### config.mk
export PLATFORM = sky130hd
export DESIGN_NAME = tiny_nn_core_ctrl_flat
export DESIGN_NICKNAME = d
export VERILOG_FILES = /design/src/rtl/tiny_nn_pkg.sv /design/src/rtl/tiny_nn_core_ctrl_if.sv /design/src/rtl/tiny_nn_core_ctrl.sv /design/src/flat_wrapper.sv
export SDC_FILE = /design/constraint.sdc
export NUM_CORES = 1
export LEC_CHECK = 0
export BUFFER_PORTS_ARGS = -buffer_cell sky130_fd_sc_hd__buf_2
export CAP_MARGIN = 20
export CELL_PAD_IN_SITES_DETAIL_PLACEMENT = 1
export CELL_PAD_IN_SITES_GLOBAL_PLACEMENT = 2
export CORE_MARGIN = 2
export CORE_UTILIZATION = 28
export DETAILED_ROUTE_END_ITERATION = 8
export PLACE_DENSITY_LB_ADDON = 0.1
export SLEW_MARGIN = 20
export SYNTH_ARGS = -nofsm -noshare
export SYNTH_HDL_FRONTEND = slang
export SYNTH_SLANG_ARGS = --single-unit
### constraint.sdc
create_clock -name clk_i -period 2 [get_ports clk_i]
set_input_delay 0.6 -clock clk_i [delete_from_list [all_inputs] [get_ports clk_i]]
set_output_delay 0.6 -clock clk_i [all_outputs]
set_load 0.1 [all_outputs]
### src/rtl/tiny_nn_pkg.sv
// Shared types for the tiny_nn core and its command sequencer.
package tiny_nn_pkg;

  typedef logic [31:0] fp_t;

  typedef enum logic [1:0] {
    OP_PARAM = 2'd0,
    OP_VAL   = 2'd1,
    OP_DOT8  = 2'd2,
    OP_ADD   = 2'd3
  } ctrl_op_e;

  // Accept-to-result-strobe cycle counts.
  localparam int DOT8_LATENCY = 7;
  localparam int ADD_LATENCY  = 4;

  // One cycle's worth of core control strobes and data.
  typedef struct packed {
    fp_t        val;
    logic [1:0] val_shift;
    fp_t        param;
    logic [7:0] param_write;
    logic       mul_row_sel;
    logic       mul_en;
    fp_t        op_a_din;
    fp_t        op_b_din;
    logic       op_a_en;
    logic       op_b_en;
    logic [1:0] mode_0_en;
    logic [1:0] mode_1_en;
    logic [1:0] mode_2_en;
  } core_ctrl_t;

endpackage

### src/rtl/tiny_nn_core_ctrl_if.sv
// Command/result handshake between the host FIFO and the core sequencer.
interface tiny_nn_core_ctrl_if;
  logic                   cmd_valid_i;
  logic                   cmd_ready_o;
  tiny_nn_pkg::ctrl_op_e  cmd_op_i;
  logic [2:0]             cmd_arg_i;
  tiny_nn_pkg::fp_t       cmd_a_i;
  tiny_nn_pkg::fp_t       cmd_b_i;
  logic                   res_valid_o;
  tiny_nn_pkg::fp_t       res_o;

  modport master (
    output cmd_valid_i, cmd_op_i, cmd_arg_i, cmd_a_i, cmd_b_i,
    input  cmd_ready_o, res_valid_o, res_o
  );

  modport slave (
    input  cmd_valid_i, cmd_op_i, cmd_arg_i, cmd_a_i, cmd_b_i,
    output cmd_ready_o, res_valid_o, res_o
  );
endinterface

### src/rtl/tiny_nn_core_ctrl.sv
// Expands host commands into the cycle-exact strobe schedule of tiny_nn_core
// and returns the accumulated result on a one-cycle strobe.
module tiny_nn_core_ctrl
  import tiny_nn_pkg::*;
#(
  parameter int ValArrayWidth  = 4,
  parameter int ValArrayHeight = 2
) (
  input  logic       clk_i,
  input  logic       rst_ni,
  tiny_nn_core_ctrl_if.slave cmd,
  output fp_t        val_o,
  output logic [1:0] val_shift_o,
  output fp_t        param_o,
  output logic [7:0] param_write_o,
  output logic       mul_row_sel_o,
  output logic       mul_en_o,
  output logic       accumulate_loopback_o,
  output logic       accumulate_out_relu_o,
  output fp_t        mul_add_op_a_din_o,
  output fp_t        mul_add_op_b_din_o,
  output logic       mul_add_op_a_en_o,
  output logic       mul_add_op_b_en_o,
  output fp_t        accumulate_level_0_din_o,
  output logic       accumulate_level_0_en_o,
  output logic [1:0] accumulate_mode_0_en_o,
  output logic [1:0] accumulate_mode_1_en_o,
  output logic [1:0] accumulate_mode_2_en_o,
  input  fp_t        core_accumulate_i
);

  if (ValArrayWidth != 4 || ValArrayHeight != 2) begin : g_bad_cfg
    $error("tiny_nn_core_ctrl supports only a 4x2 core array");
  end

  // state | meaning
  // IDLE  | ready; PARAM/VAL strobe next cycle, DOT8/ADD start
  // D0    | multiply row 1
  // D1    | multiply row 0, accumulate row 1 products
  // D2    | accumulate row 1 partials
  // D3    | accumulate row 0 partials
  // D4    | final reduction of both rows
  // A0    | load adder operands a/b
  // A1    | add through adder 1
  // RES   | capture core accumulator into res_o
  typedef enum logic [3:0] {IDLE, D0, D1, D2, D3, D4, A0, A1, RES} state_e;

  state_e     state_q, state_d;
  core_ctrl_t ctrl_q, ctrl_d;
  logic       ready_q, ready_d;
  logic       res_valid_q, res_valid_d;
  fp_t        res_q, res_d;
  logic       accept;

  assign accept = cmd.cmd_valid_i & ready_q;

  always_comb begin
    state_d     = state_q;
    ctrl_d      = '0;
    res_valid_d = 1'b0;
    res_d       = res_q;

    unique case (state_q)
      IDLE: begin
        if (accept) begin
          unique case (cmd.cmd_op_i)
            OP_PARAM: begin
              ctrl_d.param_write = 8'(1) << cmd.cmd_arg_i;
              ctrl_d.param       = cmd.cmd_a_i;
            end
            OP_VAL: begin
              if (cmd.cmd_arg_i[1:0] != 2'b00) begin
                ctrl_d.val_shift = cmd.cmd_arg_i[1:0];
                ctrl_d.val       = cmd.cmd_a_i;
              end
            end
            OP_DOT8: state_d = D0;
            OP_ADD: begin
              state_d         = A0;
              ctrl_d.op_a_din = cmd.cmd_a_i;
              ctrl_d.op_b_din = cmd.cmd_b_i;
            end
          endcase
        end
      end
      D0:  state_d = D1;
      D1:  state_d = D2;
      D2:  state_d = D3;
      D3:  state_d = D4;
      D4:  state_d = RES;
      A0:  state_d = A1;
      A1:  state_d = RES;
      RES: begin
        state_d     = IDLE;
        res_valid_d = 1'b1;
        res_d       = core_accumulate_i;
      end
      default: state_d = IDLE;
    endcase

    // Strobes are registered, so they are decoded from the state being entered.
    unique case (state_d)
      D0: begin ctrl_d.mul_row_sel = 1'b1; ctrl_d.mul_en = 1'b1; end
      D1: begin ctrl_d.mul_en = 1'b1; ctrl_d.mode_0_en = 2'b01; end
      D2: begin ctrl_d.mul_row_sel = 1'b1; ctrl_d.mode_0_en = 2'b01; end
      D3: ctrl_d.mode_0_en = 2'b01;
      D4: ctrl_d.mode_0_en = 2'b10;
      A0: begin ctrl_d.op_a_en = 1'b1; ctrl_d.op_b_en = 1'b1; end
      A1: ctrl_d.mode_2_en = 2'b10;
      default: ;
    endcase

    ready_d = (state_d == IDLE);
  end

  always_ff @(posedge clk_i or negedge rst_ni) begin
    if (!rst_ni) begin
      state_q     <= IDLE;
      ctrl_q      <= '0;
      ready_q     <= 1'b0;
      res_valid_q <= 1'b0;
      res_q       <= '0;
    end else begin
      state_q     <= state_d;
      ctrl_q      <= ctrl_d;
      ready_q     <= ready_d;
      res_valid_q <= res_valid_d;
      res_q       <= res_d;
    end
  end

  assign cmd.cmd_ready_o = ready_q;
  assign cmd.res_valid_o = res_valid_q;
  assign cmd.res_o       = res_q;

  assign val_o                    = ctrl_q.val;
  assign val_shift_o              = ctrl_q.val_shift;
  assign param_o                  = ctrl_q.param;
  assign param_write_o            = ctrl_q.param_write;
  assign mul_row_sel_o            = ctrl_q.mul_row_sel;
  assign mul_en_o                 = ctrl_q.mul_en;
  assign mul_add_op_a_din_o       = ctrl_q.op_a_din;
  assign mul_add_op_b_din_o       = ctrl_q.op_b_din;
  assign mul_add_op_a_en_o        = ctrl_q.op_a_en;
  assign mul_add_op_b_en_o        = ctrl_q.op_b_en;
  assign accumulate_mode_0_en_o   = ctrl_q.mode_0_en;
  assign accumulate_mode_1_en_o   = ctrl_q.mode_1_en;
  assign accumulate_mode_2_en_o   = ctrl_q.mode_2_en;

  // Reserved for later accumulate modes.
  assign accumulate_loopback_o    = 1'b0;
  assign accumulate_out_relu_o    = 1'b0;
  assign accumulate_level_0_en_o  = 1'b0;
  assign accumulate_level_0_din_o = '0;

endmodule

### src/flat_wrapper.sv
// flat-port wrapper written by rule: the top's interface ports become plain ports
module tiny_nn_core_ctrl_flat import tiny_nn_pkg::*;
#(
  parameter int ValArrayWidth  = 4,
  parameter int ValArrayHeight = 2
)
  (clk_i, rst_ni, val_o, val_shift_o, param_o, param_write_o, mul_row_sel_o, mul_en_o, accumulate_loopback_o, accumulate_out_relu_o, mul_add_op_a_din_o, mul_add_op_b_din_o, mul_add_op_a_en_o, mul_add_op_b_en_o, accumulate_level_0_din_o, accumulate_level_0_en_o, accumulate_mode_0_en_o, accumulate_mode_1_en_o, accumulate_mode_2_en_o, core_accumulate_i, cmd_cmd_valid_i, cmd_cmd_op_i, cmd_cmd_arg_i, cmd_cmd_a_i, cmd_cmd_b_i, cmd_cmd_ready_o, cmd_res_valid_o, cmd_res_o);
  tiny_nn_core_ctrl_if cmd_i ();
  input  logic clk_i;
  input  logic rst_ni;
  output fp_t val_o;
  output logic [1:0] val_shift_o;
  output fp_t param_o;
  output logic [7:0] param_write_o;
  output logic mul_row_sel_o;
  output logic mul_en_o;
  output logic accumulate_loopback_o;
  output logic accumulate_out_relu_o;
  output fp_t mul_add_op_a_din_o;
  output fp_t mul_add_op_b_din_o;
  output logic mul_add_op_a_en_o;
  output logic mul_add_op_b_en_o;
  output fp_t accumulate_level_0_din_o;
  output logic accumulate_level_0_en_o;
  output logic [1:0] accumulate_mode_0_en_o;
  output logic [1:0] accumulate_mode_1_en_o;
  output logic [1:0] accumulate_mode_2_en_o;
  input  fp_t core_accumulate_i;
  input wire logic [$bits(cmd_i.cmd_valid_i)-1:0] cmd_cmd_valid_i;
  input wire logic [$bits(cmd_i.cmd_op_i)-1:0] cmd_cmd_op_i;
  input wire logic [$bits(cmd_i.cmd_arg_i)-1:0] cmd_cmd_arg_i;
  input wire logic [$bits(cmd_i.cmd_a_i)-1:0] cmd_cmd_a_i;
  input wire logic [$bits(cmd_i.cmd_b_i)-1:0] cmd_cmd_b_i;
  output wire logic [$bits(cmd_i.cmd_ready_o)-1:0] cmd_cmd_ready_o;
  output wire logic [$bits(cmd_i.res_valid_o)-1:0] cmd_res_valid_o;
  output wire logic [$bits(cmd_i.res_o)-1:0] cmd_res_o;
  assign cmd_i.cmd_valid_i = cmd_cmd_valid_i;
  assign cmd_i.cmd_op_i = cmd_cmd_op_i;
  assign cmd_i.cmd_arg_i = cmd_cmd_arg_i;
  assign cmd_i.cmd_a_i = cmd_cmd_a_i;
  assign cmd_i.cmd_b_i = cmd_cmd_b_i;
  assign cmd_cmd_ready_o = cmd_i.cmd_ready_o;
  assign cmd_res_valid_o = cmd_i.res_valid_o;
  assign cmd_res_o = cmd_i.res_o;
  tiny_nn_core_ctrl #(.ValArrayWidth(ValArrayWidth), .ValArrayHeight(ValArrayHeight)) u_core (.clk_i(clk_i), .rst_ni(rst_ni), .cmd(cmd_i), .val_o(val_o), .val_shift_o(val_shift_o), .param_o(param_o), .param_write_o(param_write_o), .mul_row_sel_o(mul_row_sel_o), .mul_en_o(mul_en_o), .accumulate_loopback_o(accumulate_loopback_o), .accumulate_out_relu_o(accumulate_out_relu_o), .mul_add_op_a_din_o(mul_add_op_a_din_o), .mul_add_op_b_din_o(mul_add_op_b_din_o), .mul_add_op_a_en_o(mul_add_op_a_en_o), .mul_add_op_b_en_o(mul_add_op_b_en_o), .accumulate_level_0_din_o(accumulate_level_0_din_o), .accumulate_level_0_en_o(accumulate_level_0_en_o), .accumulate_mode_0_en_o(accumulate_mode_0_en_o), .accumulate_mode_1_en_o(accumulate_mode_1_en_o), .accumulate_mode_2_en_o(accumulate_mode_2_en_o), .core_accumulate_i(core_accumulate_i));
endmodule
==> results.py <==
metrics = {
    "critical_path": {
        "cp-endpoint": "cmd_cmd_ready_o",
        "crit_path_end_kind": "output port",
        "crit_type": "reg2out",
        "critical_path.top_delay_family": "flip-flops",
        "critPathMaxStageDelay_ns": 0.62,
        "cp.arrival_ns": 1.28,
        "critPathBufInv": 1,
        "start_kind": "register",
        "r2r_cells": 3,
        "crit_path_cell_trace": "buf_12",
        "reg2reg_slack_ns": 0.23,
        "rr_startpoint": "u_core.state_q[2]",
        "startpoint": "u_core.cmd.cmd_ready_o",
        "path_depth": 1,
        "cp_max_fo": 17,
        "r2r-end": "u_core.val_o[26]",
        "worstPathRequired_ns": 1.40,
        "slowest_stage": "dfrtp_2",
    },
    "timing": {
        "fin_crit_ns": 1.88,
        "finClkSkew_ns": 0.00852,
        "rsz0062_at_grt": "false",
        "maxSlewHeadroom_pct": 58.0,
        "setup_slack_ns": 0.121,
        "fin_crit_sh_pct": 94.0,
        "finalHoldViolCount": 0,
        "fmax_mhz": 532,
        "setup_viol": 0,
        "slew_viol_final": 0,
        "hold_ws_ns": 0.0634,
        "worst_pin_slew_ns": 0.631,
        "fin_setup_tns_ns": 0,
    },
    "floorplan": {
        "core_sq_um": 24100,
        "fp.dieW_um": 160,
        "std_cell_rows": 57,
        "die_area_sq_um": 25600,
        "start_util_pct": 28.3,
        "io_pins": 321,
        "dieHeight_um": 160,
    },
    "yosys": {
        "avgSynthCellArea_sq_um": 12.6,
        "synth_common_cells": "dfrtp_1 (182), nor3_1 (99), buf_4 (39)",
        "synth_edf_count": 0,
        "syn_inst": 542,
        "synth_top_area_share_pct": 66.7,
        "synth_area_leaders": "dfrtp_1 (67%), nor3_1 (7.3%), mux2_2 (5.4%)",
        "synth-async-reset-ratio_pct": 100,
        "ys_ff_latch": 182,
        "synth.most_common_cell": "dfrtp_1",
        "yosys_warnings": 0,
        "syn_area_sq_um": 6820,
        "synth_cell_type_count": 30,
        "synth.largest_area_cell": "dfrtp_1",
        "ys.flop_type": "dfrtp_1",
        "seq_area_frac_synth_pct": 66.7,
    },
    "global_routing": {
        "grt_pass1_wl_um": 32900,
        "grt_overflow": 0,
        "grt_max_degree": 84,
        "antenna_found_initial": 4,
        "first_global_vias": 5600,
        "grt_use_total_pct": 16.8,
    },
    "clock_tree": {
        "cts_tree": "yes",
        "ctsResizeCount": 0,
        "path_clk_slew_ns": 0.07,
        "post_cts_buffers": 0,
        "cts.root.buffer_cell": "clkbuf_16",
        "cts_sinks": 182,
        "cts_hold_buf": 0,
        "numCtsBuffers": 17,
        "insertion_delay_ns": 0.43,
        "clk_path_buf_depth": 2,
        "htree_levels": 4,
    },
    "drt": {
        "drt-total-wl_um": 21100,
        "wl_per_cell_um": 18.2,
        "vias": 5143,
        "first_pass_iters": 4,
        "drtIter0Drc": 152,
        "viasPerCell": 4.45,
        "ant_nets": 0,
        "drc": 0,
    },
    "placed_design": {
        "place_area_sq_um": 8570,
        "preCtsSetupSlack_ns": 0.150,
        "dp_hpwl_um": 14800,
        "gp_congestion": 0.763,
        "io_buffers": 282,
    },
    "power_and_ir_drop": {
        "ir_drop_mv": 1.37,
        "p_int_w": 0.00694,
        "p_sw_w": 0.00686,
        "p_seq_share_pct": 32.1,
        "comb_power_share_pct": 44.0,
        "power_frac_clock_pct": 23.9,
        "p_sw_share_pct": 49.7,
        "power-per-cell-area_nw_per_um2": 1510,
        "p_leak_nw": 4.78,
    },
    "layout": {
        "syn_to_final_growth_pct": 34.0,
        "postLayoutCoreUtil_pct": 37.9,
        "finalInstanceArea_sq_um": 9140,
        "nets": 919,
        "drive_above_1_share_pct": 47.7,
    },
    "job": {
        "max_cap_violations": 0,
    },
    "outcome": {
        "outcome": "finished, final reports clean",
    },
    "min_path": {
        "hp-class": "in2async",
    },
}
## power by group through the flow
stage                     Clock (W)  Combinational, W  Sequential, W
after floorplan                   0           0.00185        0.00764
after global placement            0           0.00607        0.00449
after detailed placement          0           0.00613        0.00450
after CTS                   0.00340           0.00613        0.00443
after global routing        0.00358           0.00635        0.00450
final                       0.00330           0.00607        0.00443
## logic make-up (layout without fill, tap and decap cells)
group / count (synthesis) / count (layout) / synth area share, %
DFF: 182 / 182 / 66.7
and+or+nand+nor: 194 / 194 / 17.5
buffers and inverters: 125 / 374 / 9.50
other: 1 / 41 / 0.0550
AOI/OAI and AO/OA: 7 / 7 / 0.770
muxes: 33 / 33 / 5.45
## final cells by class
type	count	area (sq um)
fillers	2722	15000
clock inverters	14	140
flip-flops and latches	182	4560
multi-input cells	272	1780
clock buffers	18	429
repair buffers	305	1680
diodes	3	7.51
inverters	37	139
well taps	324	405
## worst min-delay path by stage
| stage | from | endpoint | cells past startpoint |
|---|---|---|---|
| final | rst_ni | u_core.mul_add_op_b_din_o[15] | 1 |
| after global routing | rst_ni | u_core.mul_add_op_b_din_o[15] | 1 |
| after CTS | rst_ni | u_core.mul_add_op_b_din_o[15] | 1 |
| after detailed placement | u_core.cmd.res_o[8] | u_core.cmd.res_o[8] | 1 |
| after global placement | u_core.cmd.res_o[8] | u_core.cmd.res_o[8] | 1 |
| after floorplan | rst_ni | u_core.accumulate_mode_0_en_o[0] | 0 |
## metal layers
layer | global-route usage, % | vias to the layer above | share of wire [%]
met5 | 0 | - | 0.086
met4 | 4.91 | 2 | 1.5
met3 | 6.08 | 20 | 7.7
met2 | 28.2 | 207 | 49
met1 | 20.4 | 2574 | 42
li1 | - | 2340 | -
## cell usage in the layout, fill, tap and decap left out, types with 3 or more instances in the layout
master	count
buf_2	280
dfrtp_1	181
nor3_1	99
conb_1	38
inv_1	37
nand3_1	34
mux2_2	33
nor4_1	22
nor4_2	20
clkbuf_16	17
buf_4	17
buf_12	7
inv_6	4
diode_2	3
nor2_1	3
nand4b_1	3
inv_8	3
clkinvlp_4	3
## sequential cells by signal, indices dropped and copies added (netlist names), 2 cells and up
signal                         flops
u_core.cmd.res_o                  32
u_core.param_write_o               8
u_core.mul_add_op_a_din_o         32
u_core.val_o                      32
u_core.param_o                    32
u_core.state_q                     4
u_core.mul_add_op_b_din_o         32
u_core.accumulate_mode_0_en_o      2
u_core.val_shift_o                 2
## stage by stage
step,total power (W),cells
after detailed placement,0.0106,1120
after floorplan,0.00949,579
final,0.0138,1155
after global routing,0.0144,1154
after global placement,0.0106,1120
after CTS,0.0140,1152
No activity file was read; power rests on OpenSTA's default activity.
